`config.mk`:
```
export PLATFORM = sky130hd
export DESIGN_NAME = sifh_peak_reader_flat
export DESIGN_NICKNAME = d
export VERILOG_FILES = /design/src/rtl/sifh_peak_reader_if.sv /design/src/rtl/sifh_peak_reader.sv /design/src/flat_wrapper.sv
export SDC_FILE = /design/constraint.sdc
export NUM_CORES = 1
export LEC_CHECK = 0
export CAP_MARGIN = 10
export CORE_ASPECT_RATIO = 1.4
export CORE_MARGIN = 4
export CORE_UTILIZATION = 39
export DETAILED_ROUTE_END_ITERATION = 8
export PLACE_DENSITY_LB_ADDON = 0.2
export SETUP_SLACK_MARGIN = 0.15
export SYNTH_ARGS = -nofsm -noshare
export SYNTH_HDL_FRONTEND = slang
export SYNTH_SLANG_ARGS = --single-unit
```
`constraint.sdc`:
```
create_clock -name clk -period 1.92 [get_ports clk]
set_input_delay 0.384 -clock clk [delete_from_list [all_inputs] [get_ports clk]]
set_output_delay 0.384 -clock clk [all_outputs]
set_load 0.01 [all_outputs]
```
`src/rtl/sifh_peak_reader_if.sv`:
```
// Histogram RAM read port, control handshake and peak-result stream of the SiFH peak reader.
// The clear write port (waddr/wEnable/wdata) exists only when SIFH_CLEAR_ON_READ_EN is defined.
interface sifh_peak_reader_if #(
    parameter int NB       = 10,
    parameter int NP       = 6,
    parameter int PEAK_MAX = 8,
    parameter int PIX_W    = 4
);
    logic                start;
    logic                busy;
    logic                done;
    logic [NB-1:0]       raddr;
    logic                rEnable;
    logic [PEAK_MAX-1:0] rdata;
    logic                peak_valid;
    logic                peak_ready;
    logic [PIX_W-1:0]    peak_pixel;
    logic [NP-1:0]       peak_bin;
    logic [PEAK_MAX-1:0] peak_count;
`ifdef SIFH_CLEAR_ON_READ_EN
    logic [NB-1:0]       waddr;
    logic                wEnable;
    logic [PEAK_MAX-1:0] wdata;
`endif

    modport master (
        input  start, rdata, peak_ready,
`ifdef SIFH_CLEAR_ON_READ_EN
        output waddr, wEnable, wdata,
`endif
        output busy, done, raddr, rEnable,
        output peak_valid, peak_pixel, peak_bin, peak_count
    );

    modport slave (
        output start, rdata, peak_ready,
`ifdef SIFH_CLEAR_ON_READ_EN
        input  waddr, wEnable, wdata,
`endif
        input  busy, done, raddr, rEnable,
        input  peak_valid, peak_pixel, peak_bin, peak_count
    );
endinterface

```
`src/rtl/sifh_peak_reader.sv`:
```
// Sweeps every pixel histogram in the SiFH RAM, finds each pixel's peak bin and streams one result per pixel.
// Define SIFH_CLEAR_ON_READ_EN to zero every word through the write port as soon as it has been read.
module sifh_peak_reader #(
    parameter int NB       = 10,
    parameter int NP       = 6,
    parameter int PEAK_MAX = 8,
    parameter int BIN_NUM  = 64,
    parameter int PIX_NUM  = 16,
    parameter int PIX_W    = 4
) (
    input  logic               clk,
    input  logic               res,
    sifh_peak_reader_if.master bus
);
    typedef enum logic [2:0] {
        S_IDLE,
        S_READ,
        S_DRAIN,
        S_OUT,
        S_DONE
    } state_t;

    localparam logic [NP-1:0]    LP_BIN_LAST = NP'(BIN_NUM - 1);
    localparam logic [PIX_W-1:0] LP_PIX_LAST = PIX_W'(PIX_NUM - 1);
    localparam logic [NB-1:0]    LP_BIN_NUM  = NB'(BIN_NUM);

    state_t              r_state;
    state_t              w_next;

    logic [PIX_W-1:0]    r_pixel;
    logic [NP-1:0]       r_bin;
    logic [PEAK_MAX-1:0] r_max_cnt;
    logic [NP-1:0]       r_max_bin;
    logic                r_vld_p1;
    logic [NP-1:0]       r_bin_p1;
    logic [NB-1:0]       r_addr_p1;
    logic [PIX_W-1:0]    r_peak_pixel;
    logic [NP-1:0]       r_peak_bin;
    logic [PEAK_MAX-1:0] r_peak_count;

    logic [NB-1:0]       w_raddr;
    logic                w_start_ok;
    logic                w_take;
    logic                w_new_peak;
    logic [PEAK_MAX-1:0] w_cnt_next;
    logic [NP-1:0]       w_bin_next;

    // Strictly greater only, so the first (lowest) bin of a tie is kept.
    function automatic logic is_new_peak(input logic                vld,
                                         input logic [PEAK_MAX-1:0] sample,
                                         input logic [PEAK_MAX-1:0] best);
        return vld && (sample > best);
    endfunction

    assign w_raddr    = NB'(r_pixel) * LP_BIN_NUM + NB'(r_bin);
    assign w_start_ok = (r_state == S_IDLE) && bus.start;
    assign w_take     = (r_state == S_OUT) && bus.peak_ready;
    assign w_new_peak = is_new_peak(r_vld_p1, bus.rdata, r_max_cnt);
    assign w_cnt_next = w_new_peak ? bus.rdata : r_max_cnt;
    assign w_bin_next = w_new_peak ? r_bin_p1  : r_max_bin;

    always_ff @(posedge clk or posedge res) begin
        if (res) begin
            r_state <= S_IDLE;
        end else begin
            r_state <= w_next;
        end
    end

    always_comb begin
        w_next = r_state;
        case (r_state)
            S_IDLE:  if (bus.start) w_next = S_READ;
            S_READ:  if (r_bin == LP_BIN_LAST) w_next = S_DRAIN;
            S_DRAIN: w_next = S_OUT;
            S_OUT:   if (bus.peak_ready) w_next = (r_pixel == LP_PIX_LAST) ? S_DONE : S_READ;
            S_DONE:  w_next = S_IDLE;
            default: w_next = S_IDLE;
        endcase
    end

    always_comb begin
        bus.busy       = (r_state != S_IDLE);
        bus.done       = (r_state == S_DONE);
        bus.rEnable    = (r_state == S_READ);
        bus.raddr      = (r_state == S_READ) ? w_raddr : '0;
        bus.peak_valid = (r_state == S_OUT);
        bus.peak_pixel = r_peak_pixel;
        bus.peak_bin   = r_peak_bin;
        bus.peak_count = r_peak_count;
`ifdef SIFH_CLEAR_ON_READ_EN
        bus.wEnable    = r_vld_p1;
        bus.waddr      = r_vld_p1 ? r_addr_p1 : '0;
        bus.wdata      = '0;
`endif
    end

    always_ff @(posedge clk or posedge res) begin
        if (res) begin
            r_pixel      <= '0;
            r_bin        <= '0;
            r_max_cnt    <= '0;
            r_max_bin    <= '0;
            r_vld_p1     <= 1'b0;
            r_bin_p1     <= '0;
            r_addr_p1    <= '0;
            r_peak_pixel <= '0;
            r_peak_bin   <= '0;
            r_peak_count <= '0;
        end else begin
            // p0 -> p1: the word read this cycle returns next cycle, tagged with its bin and address
            r_vld_p1  <= (r_state == S_READ);
            r_bin_p1  <= r_bin;
            r_addr_p1 <= w_raddr;

            if (w_start_ok) begin
                r_pixel <= '0;
                r_bin   <= '0;
            end else if (w_take) begin
                r_bin <= '0;
                if (r_pixel != LP_PIX_LAST) r_pixel <= r_pixel + 1'b1;
            end else if ((r_state == S_READ) && (r_bin != LP_BIN_LAST)) begin
                r_bin <= r_bin + 1'b1;
            end

            if (w_start_ok || w_take) begin
                r_max_cnt <= '0;
                r_max_bin <= '0;
            end else if (w_new_peak) begin
                r_max_cnt <= bus.rdata;
                r_max_bin <= r_bin_p1;
            end

            // p1 -> result: DRAIN folds in the last bin and freezes the result for the stream
            if (r_state == S_DRAIN) begin
                r_peak_pixel <= r_pixel;
                r_peak_bin   <= w_bin_next;
                r_peak_count <= w_cnt_next;
            end
        end
    end
endmodule

```
`src/flat_wrapper.sv`:
```
// flat-port wrapper written by rule: the top's interface ports become plain ports
module sifh_peak_reader_flat 
#(
    parameter int NB       = 10,
    parameter int NP       = 6,
    parameter int PEAK_MAX = 8,
    parameter int BIN_NUM  = 64,
    parameter int PIX_NUM  = 16,
    parameter int PIX_W    = 4
)
  (clk, res, bus_start, bus_rdata, bus_peak_ready, bus_busy, bus_done, bus_raddr, bus_rEnable, bus_peak_valid, bus_peak_pixel, bus_peak_bin, bus_peak_count);
  sifh_peak_reader_if #(.NB(NB), .NP(NP), .PEAK_MAX(PEAK_MAX), .PIX_W(PIX_W)) bus_i ();
  input  logic clk;
  input  logic res;
  input wire logic [$bits(bus_i.start)-1:0] bus_start;
  input wire logic [$bits(bus_i.rdata)-1:0] bus_rdata;
  input wire logic [$bits(bus_i.peak_ready)-1:0] bus_peak_ready;
  output wire logic [$bits(bus_i.busy)-1:0] bus_busy;
  output wire logic [$bits(bus_i.done)-1:0] bus_done;
  output wire logic [$bits(bus_i.raddr)-1:0] bus_raddr;
  output wire logic [$bits(bus_i.rEnable)-1:0] bus_rEnable;
  output wire logic [$bits(bus_i.peak_valid)-1:0] bus_peak_valid;
  output wire logic [$bits(bus_i.peak_pixel)-1:0] bus_peak_pixel;
  output wire logic [$bits(bus_i.peak_bin)-1:0] bus_peak_bin;
  output wire logic [$bits(bus_i.peak_count)-1:0] bus_peak_count;
  assign bus_i.start = bus_start;
  assign bus_i.rdata = bus_rdata;
  assign bus_i.peak_ready = bus_peak_ready;
  assign bus_busy = bus_i.busy;
  assign bus_done = bus_i.done;
  assign bus_raddr = bus_i.raddr;
  assign bus_rEnable = bus_i.rEnable;
  assign bus_peak_valid = bus_i.peak_valid;
  assign bus_peak_pixel = bus_i.peak_pixel;
  assign bus_peak_bin = bus_i.peak_bin;
  assign bus_peak_count = bus_i.peak_count;
  sifh_peak_reader #(.NB(NB), .NP(NP), .PEAK_MAX(PEAK_MAX), .BIN_NUM(BIN_NUM), .PIX_NUM(PIX_NUM), .PIX_W(PIX_W)) u_core (.clk(clk), .res(res), .bus(bus_i));
endmodule
```
==> reports/summary.log, run 1 <==
qor: status.run_status complete, but fails checks
qor: status.failed_checks setup timing
qor: sta.timing.fmax 0.5155 GHz
qor: cells_and_area.layout.cells.most_common_list sky130_fd_sc_hd__dfrtp_1, sky130_fd_sc_hd__nor2_1, sky130_fd_sc_hd__buf_4
qor: clock_tree.clock_sinks 52
qor: cells_and_area.drive_gt1_share 43.22%
qor: die.boundaryPins 44
qor: setup_path.cp_num_buf_inv 2
qor: run.max_cap_violations 0
qor: cells_and_area.finish.instance_area 3871 sq um
qor: global_routing.global_route_wire_length_before_repair 10.27 mm
qor: sta.clock_skew 0.01084 ns
qor: sta.post-route-min-period 1.940 ns
qor: routing.vias 2,087
qor: clock_tree.cts_buffers 5
qor: clock_tree.htree_num_levels 2
qor: sta.timing_worst_slew_pin_value 0.4354 ns
qor: power_and_ir_drop.p_leak 1.642 nW
qor: setup_path.critical_path.cell_chain inv_2 > ha_4 > and3_4 > a221o_1 > o211ai_4 > buf_12 > nand3_4 > a31oi_1
qor: power_and_ir_drop.power-per-cell-area 1403 nW/um^2
qor: setup_path.worst-path-max-fanout 6
qor: setup_path.start_kind register
qor: clock_tree.cts_tree yes
qor: sta.finalWorstSetupSlack -0.02004 ns
qor: die.floorplan.die_area 7847 sq um
qor: sta.rsz_0062_raised_after_global_routing true
qor: setup_path.rrSetupSlack -0.02 ns
qor: die.core_area 6254 sq um
qor: cells_and_area.non_filler_instance_count_after_layout 389
qor: setup_path.timing.critical_path.arrival 2.17 ns
qor: yosys.ys_warn_count 0
qor: placed_design.post_dp_cell_area 3238 sq um
qor: global_routing.grt-ovfl-total 0
qor: cells_and_area.finalNetCount 339
qor: setup_path.criticalPathCategory reg2reg
qor: clock_tree.cts.hold.buffers_added 0
qor: setup_path.r2r_depth 8
qor: placed_design.placed_cells_incl_taps 359
qor: yosys.ys_ff_latch 52
qor: cells_and_area.mostFrequentLayoutCell sky130_fd_sc_hd__dfrtp_1
qor: die.placementRows 34
qor: clock_tree.clock_insertion_delay_worst_skew 0.30 ns
qor: yosys.post_synth_instance_area 2526 sq um
qor: routing.initial_detailed_routing_violation_count 94
qor: placed_design.gp_routability_congestion 0.7765
qor: sta.finalCritPeriodShare 101.0%
qor: power_and_ir_drop.ir_worst_vdd 0.7081 mV
qor: global_routing.number_of_global_route_vias_before_repair 2,138
qor: sta.timing.final.hold_violations 0
qor: routing.drcViolationCount 0
qor: sta.slew_violations 0
qor: routing.drt_first_pass_iters 4
qor: routing.wire_per_inst 15.93 um
qor: routing.route.detailed.vias_per_inst 5.365
qor: yosys.syn_avg_cell_area 10.80 sq um
qor: setup_path.critical_path.reg2reg.endpoint u_core.bus.peak_count[5]
qor: cells_and_area.fillerInstances 498
qor: clock_tree.clk_pin_slew_worst_paths 0.09 ns
qor: setup_path.cp_slowest_stage_delay 0.41 ns
qor: placed_design.place_hpwl 3.829 mm
qor: cells_and_area.area_delta_synth_final 53.24%
qor: setup_path.crit_family compound AO/OA/AOI/OAI gates
qor: die.effective_utilization_at_floorplan 40.40%
qor: global_routing.grt_start_max_net_pins 53
qor: placed_design.place.port_buffers 43
qor: sta.slew_headroom 70.94%
qor: clock_tree.max-clock-path-buffers 2
qor: cells_and_area.insertedDiodeCount 0
qor: placed_design.place_ws -0.4939 ns
qor: clock_tree.cts_root_buffer sky130_fd_sc_hd__clkbuf_8
qor: setup_path.critical_path.slowest_cell sky130_fd_sc_hd__a221o_1
qor: setup_path.r2r-start u_core.r_max_cnt[7]
qor: min_path.path_type_of_the_worst_min_delay_path in2async
qor: sta.finalSetupViolCount 5
qor: setup_path.required_time_of_the_critical_path 2.15 ns
qor: sta.hold_slack 0.4289 ns
qor: cells_and_area.fin_util 61.90%
qor: yosys.syn-num-nets 256
qor: yosys.synthDistinctLibCells 45
qor: yosys.cells_after_synthesis 234
qor: die.floorplan.die.width 76.02 um
qor: global_routing.antenna_found_initial 0
qor: setup_path.end_kind register
qor: yosys.seq_area_frac_synth 51.51%
qor: die.die_height 103.2 um
qor: global_routing.grtUsageTotal 16.19%
qor: routing.route.antenna.remaining_nets 0
qor: routing.finalWirelength 6.195 mm
[where the power goes]
group          switching [W]  internal (W)
Sequential          0.000295       0.00149
Clock               0.000337      0.000249
Combinational        0.00143       0.00163
[cell families (layout without fill, tap and decap cells)]
logic type / Yosys count / count (layout) / share of synthesized area (%)
flops: 52 / 52 / 51.51
fa+ha+maj: 10 / 10 / 4.953
buf+inv: 23 / 105 / 5.102
compound gates: 59 / 60 / 15.85
mux: 7 / 7 / 2.972
simple gates: 79 / 79 / 18.23
xor+xnor: 4 / 4 / 1.387
[how the worst max path moves through the flow]
| stage | to | cells after the start | startpoint | slack [ns] |
|---|---|---|---|---|
| 2_1_floorplan | u_core.bus.peak_bin[0] | 7 | bus_rdata[5] | 0.15 |
| 3_3_place_gp | u_core.bus.peak_count[6] | 7 | bus_rdata[7] | -0.44 |
| 6_report | u_core.bus.peak_count[5] | 8 | u_core.r_max_cnt[7] | -0.02 |
| 4_1_cts | u_core.bus.peak_count[1] | 8 | u_core.r_max_cnt[7] | 0.002 |
| 3_5_place_dp | u_core.bus.peak_count[5] | 7 | bus_rdata[7] | -0.49 |
| 5_1_grt | u_core.bus.peak_bin[1] | 9 | u_core.r_max_cnt[1] | -0.10 |
[flip-flops by register name, summed over array words and instances, names as in the netlist]
signal	cells
u_core.bus.peak_count	8
u_core.bus.peak_bin	6
u_core.r_state	3
u_core.bus.peak_pixel	4
u_core.r_bin_p1	6
u_core.r_max_bin	6
u_core.r_vld_p1	1
u_core.r_pixel	4
u_core.r_bin	6
u_core.r_max_cnt	8
[synthesized netlist by cell type (all sizes together)]
cell | instances | area [sq um]
nand3 | 19 | 145.1
xor2 | 2 | 17.52
mux2i | 3 | 30.03
nor2 | 26 | 97.59
and3 | 2 | 17.52
nor2b | 2 | 12.51
dfrtp | 52 | 1301
nand2 | 6 | 22.52
a31oi | 15 | 93.84
a221o | 1 | 10.01
or3 | 1 | 6.260
a21o | 1 | 7.510
ha | 10 | 125.1
a211oi | 2 | 20.02
o21a | 1 | 7.510
a311oi | 1 | 8.760
a211o | 1 | 8.760
nand4b | 1 | 8.760
and3b | 1 | 8.760
nand4 | 3 | 18.77
o211ai | 2 | 20.02
o21bai | 1 | 7.510
nor3b | 3 | 32.53
o211a | 1 | 10.01
clkbuf | 2 | 7.510
o21ai | 15 | 112.6
and2 | 11 | 68.82
nor4 | 1 | 6.260
nor3 | 3 | 15.01
mux2 | 4 | 45.04
inv | 11 | 41.29
a21oi | 17 | 85.08
buf | 10 | 80.08
xnor2 | 2 | 17.52
a2bb2oi | 1 | 8.760
[layout make-up]
type / instances / area [sq um] / area share, %
clock buffers: 6 / 72.57 / 1.875
well taps: 72 / 90.09 / 2.327
repair buffers: 87 / 915.9 / 23.66
flip-flops and latches: 52 / 1301 / 33.61
clock inverters: 1 / 5.005 / 0.1293
multi-input cells: 160 / 1445 / 37.33
inverters: 11 / 41.29 / 1.067
[per-layer routing]
layer  global-route usage (%)  up-vias  wire length, um
li1                         -     1006                -
met1                    18.26     1034             2487
met2                    30.61       42             3426
met3                    3.380        5              216
met4                    4.932        0               65
met5                        0        -                0
[stage by stage]
step                power (W)  TNS [ns]
CTS                  0.005182         0
global route         0.005787    -1.781
floorplan            0.003079         0
finish               0.005430  -0.06612
detailed placement   0.004081    -11.00
global placement     0.004044    -10.27
[tightest hold or removal path: cells and delay by family]
family / cells / cell delay (ns)
buffers and inverters: 3 / 0.74
[what timing repair did]
action / CTS / global route
setup buffers: 12 / 7
endpoints found under the setup margin: 42 / 53
gates resized for setup: 120 / 24
pin swaps: 39 / 12
gates cloned: 3 / 1
(Power assumes the default switching activity.)
==> run 2: changes to the inputs <==
- CORE_MARGIN: 4 -> 1.5
- RECOVER_POWER: unset -> 25
- TNS_END_PERCENT: unset -> 100
==> run 2 against run 1 <==
Effect of this change: the flow still finishes with violations (setup timing); cell area grew 2.2%; setup slack lost 0.14 ns; critical path depth grew 2; sequential cell count is the same; sequential power is essentially flat; clock power grew 8.9%; final cell count grew 1.3%; count of clock-buffer cells in the layout grew 2; worst hold slack lost 0.020 ns; sequential share of layout area shrank 0.72 points; fmax shrank 6.9%.
==> reports/summary.log, run 2 (synthesis results as in run 1) <==
qor: sta.timing.final.hold_violations 0 [unchanged]
qor: power_and_ir_drop.net-switching-power 0.002158 W [was 0.002060 W]
qor: power_and_ir_drop.power-per-cell-area 1444 nW/um^2 [was 1403 nW/um^2]
qor: routing.finalWirelength 6.581 mm [was 6.195 mm]
qor: global_routing.number_of_global_route_vias_before_repair 2,123 [was 2,138]
qor: placed_design.gp_routability_congestion 0.7482 [was 0.7765]
qor: clock_tree.cts_tree yes [unchanged]
qor: clock_tree.max-clock-path-buffers 2 [unchanged]
qor: setup_path.critical_path.reg2reg.endpoint u_core.bus.peak_count[4] [was u_core.bus.peak_count[5]]
qor: clock_tree.clock_insertion_delay_worst_skew 0.30 ns [about the same]
qor: routing.initial_detailed_routing_violation_count 124 [was 94]
qor: cells_and_area.finalNetCount 343 [was 339]
qor: sta.timing.fmax 0.4799 GHz [was 0.5155 GHz]
qor: status.run_status complete, but fails checks [unchanged]
qor: cells_and_area.area_delta_synth_final 56.61% [was 53.24%]
qor: global_routing.grtUsageTotal 18.54% [was 16.19%]
qor: die.placementRows 34 [unchanged]
qor: global_routing.global_route_wire_length_before_repair 10.17 mm [was 10.27 mm]
qor: clock_tree.cts_root_buffer sky130_fd_sc_hd__clkbuf_8 [unchanged]
qor: setup_path.required_time_of_the_critical_path 2.12 ns [was 2.15 ns]
qor: setup_path.startpoint u_core.r_max_cnt[1] [was u_core.r_max_cnt[7]]
qor: power_and_ir_drop.p_leak 1.676 nW [was 1.642 nW]
qor: sta.post-route-min-period 2.084 ns [was 1.940 ns]
qor: die.effective_utilization_at_floorplan 40.40% [unchanged]
qor: die.die_height 98.23 um [was 103.2 um]
qor: setup_path.start_kind register [unchanged]
qor: clock_tree.clk_pin_slew_worst_paths 0.09 ns [about the same]
qor: cells_and_area.drive_gt1_share 45.34% [was 43.22%]
qor: run.max_cap_violations 0 [unchanged]
qor: clock_tree.cts_buffers 5 [unchanged]
qor: setup_path.worst-path-max-fanout 5 [was 6]
qor: die.floorplan.die.width 71.02 um [was 76.02 um]
qor: cells_and_area.layout.cells.most_common_list sky130_fd_sc_hd__dfrtp_1, sky130_fd_sc_hd__nor2_1, sky130_fd_sc_hd__buf_4 [unchanged]
qor: routing.drcViolationCount 0 [unchanged]
qor: die.boundaryPins 44 [unchanged]
qor: routing.wire_per_inst 16.70 um [was 15.93 um]
qor: min_path.path_type_of_the_worst_min_delay_path in2async [unchanged]
qor: sta.slew_headroom 56.61% [was 70.94%]
qor: sta.timing_worst_slew_pin_value 0.6508 ns [was 0.4354 ns]
qor: power_and_ir_drop.ir_worst_vdd 0.8551 mV [was 0.7081 mV]
qor: global_routing.grt_start_max_net_pins 49 [was 53]
qor: sta.finalWorstSetupSlack -0.1636 ns [was -0.02004 ns]
qor: sta.finalCritPeriodShare 108.5% [was 101.0%]
qor: power_and_ir_drop.switching_share 37.78% [was 37.93%]
qor: setup_path.criticalPathCategory reg2reg [unchanged]
qor: setup_path.r2r-start u_core.r_max_cnt[1] [was u_core.r_max_cnt[7]]
qor: placed_design.place.port_buffers 43 [unchanged]
qor: global_routing.antenna_found_initial 0 [unchanged]
qor: setup_path.rrSetupSlack -0.16 ns [was -0.02 ns]
qor: setup_path.timing.critical_path.arrival 2.29 ns [was 2.17 ns]
qor: die.floorplan.die_area 6976 sq um [was 7847 sq um]
qor: sta.slew_violations 0 [unchanged]
qor: routing.drt_first_pass_iters 5 [was 4]
qor: setup_path.end_kind register [unchanged]
qor: routing.route.antenna.remaining_nets 0 [unchanged]
qor: clock_tree.clock_sinks 52 [unchanged]
qor: power_and_ir_drop.power.share.sequential 31.6% [was 32.8%]
qor: power_and_ir_drop.fin_total_pwr 0.005711 W [was 0.005430 W]
qor: power_and_ir_drop.clockPowerShare 11.2% [was 10.8%]
qor: routing.vias 2,160 [was 2,087]
qor: sta.hold_slack 0.4093 ns [was 0.4289 ns]
qor: clock_tree.htree_num_levels 2 [unchanged]
qor: cells_and_area.insertedDiodeCount 0 [unchanged]
qor: global_routing.grt-ovfl-total 0 [unchanged]
qor: setup_path.r2r_depth 10 [was 8]
qor: sta.rsz_0062_raised_after_global_routing true [unchanged]
qor: power_and_ir_drop.internal 0.003553 W [was 0.003371 W]
qor: cells_and_area.mostFrequentLayoutCell sky130_fd_sc_hd__dfrtp_1 [unchanged]
qor: die.core_area 6254 sq um [unchanged]
qor: sta.finalSetupViolCount 31 [was 5]
qor: clock_tree.cts.hold.buffers_added 0 [unchanged]
qor: power_and_ir_drop.power_frac_comb 57.2% [was 56.4%]
qor: cells_and_area.fillerInstances 489 [was 498]
qor: sta.clock_skew 0.01099 ns [was 0.01084 ns]
qor: placed_design.place_hpwl 3.725 mm [was 3.829 mm]
qor: status.failed_checks setup timing [unchanged]
qor: routing.route.detailed.vias_per_inst 5.482 [was 5.365]
[run 2: changes by cell type in the layout (fill, tap and decap cells not counted), sizes merged]
cell	previous run	this run
buf	55	58
clkdlybuf4s50	22	21
dlymetal6s2s	0	1
dlygate4sd2	7	6
dlygate4sd3	0	1
clkdlybuf4s15	0	1
clkbuf	9	11
clkinv	1	0
[run 2: timing repair]
action,in CTS,in global routing
resized for setup,107,54
buffers inserted,17,7
pin swaps,31,31
gates cloned,3,0
endpoints found under the setup margin,42,43
[run 2: per-layer routing]
metal  part of all wire, %  wire length, um  up-vias  track usage [%]
li1                      -                -     1010                -
met1                    38             2514     1086            21.30
met2                    55             3642       45            33.93
met3                   3.1              201       19            3.096
met4                   3.4              223        0            6.821
met5                     0                0        -                0
[run 2: power by group through the flow]
stage	Combinational, W	Sequential (W)	Clock [W]
3_5_place_dp	0.00229	0.00178	0
2_1_floorplan	0.00126	0.00181	0
3_3_place_gp	0.00226	0.00177	0
6_report	0.00327	0.00180	0.000638
4_1_cts	0.00289	0.00178	0.000664
5_1_grt	0.00349	0.00185	0.000707
[run 2: area by class of cell]
| class | count | area (sq um) | area share [%] |
|---|---|---|---|
| multi-input cells | 160 | 1478 | 37.35 |
| flip-flops and latches | 52 | 1301 | 32.89 |
| repair buffers | 91 | 955.9 | 24.16 |
| clock buffers | 8 | 90.09 | 2.277 |
| well taps | 72 | 90.09 | 2.277 |
| inverters | 11 | 41.29 | 1.044 |
[run 2: worst max path at each step]
stage	slack [ns]	end	depth (start not counted)
floorplan	0.15	u_core.bus.peak_bin[0]	7
global placement	-0.45	u_core.bus.peak_count[5]	7
detailed placement	-0.50	u_core.bus.peak_count[3]	7
CTS	-0.08	u_core.bus.peak_count[0]	8
global route	-0.19	u_core.bus.peak_count[4]	9
finish	-0.16	u_core.bus.peak_count[4]	10
[run 2: metrics by stage]
stage	cells	cell area, sq um	utilization (%)	setup WS, ns	TNS, ns
detailed placement	359	3226	51.58	-0.4970	-11.13
CTS	387	3692	59.04	-0.07988	-0.8626
global placement	359	3226	51.58	-0.4494	-10.43
global route	394	3956	63.27	-0.1873	-3.254
finish	394	3956	63.27	-0.1636	-1.365
floorplan	234	2562	-	0.1500	0
[run 2: critical path: stages (launching register included)]
cell	delay, ns
sky130_fd_sc_hd__dfrtp_1	0.37
sky130_fd_sc_hd__inv_2	0.06
sky130_fd_sc_hd__ha_4	0.27
sky130_fd_sc_hd__nor2b_4	0.13
sky130_fd_sc_hd__o211ai_1	0.12
sky130_fd_sc_hd__buf_4	0.17
sky130_fd_sc_hd__a211oi_4	0.27
sky130_fd_sc_hd__buf_6	0.17
sky130_fd_sc_hd__buf_16	0.12
sky130_fd_sc_hd__o21ai_4	0.06
sky130_fd_sc_hd__a31oi_1	0.24
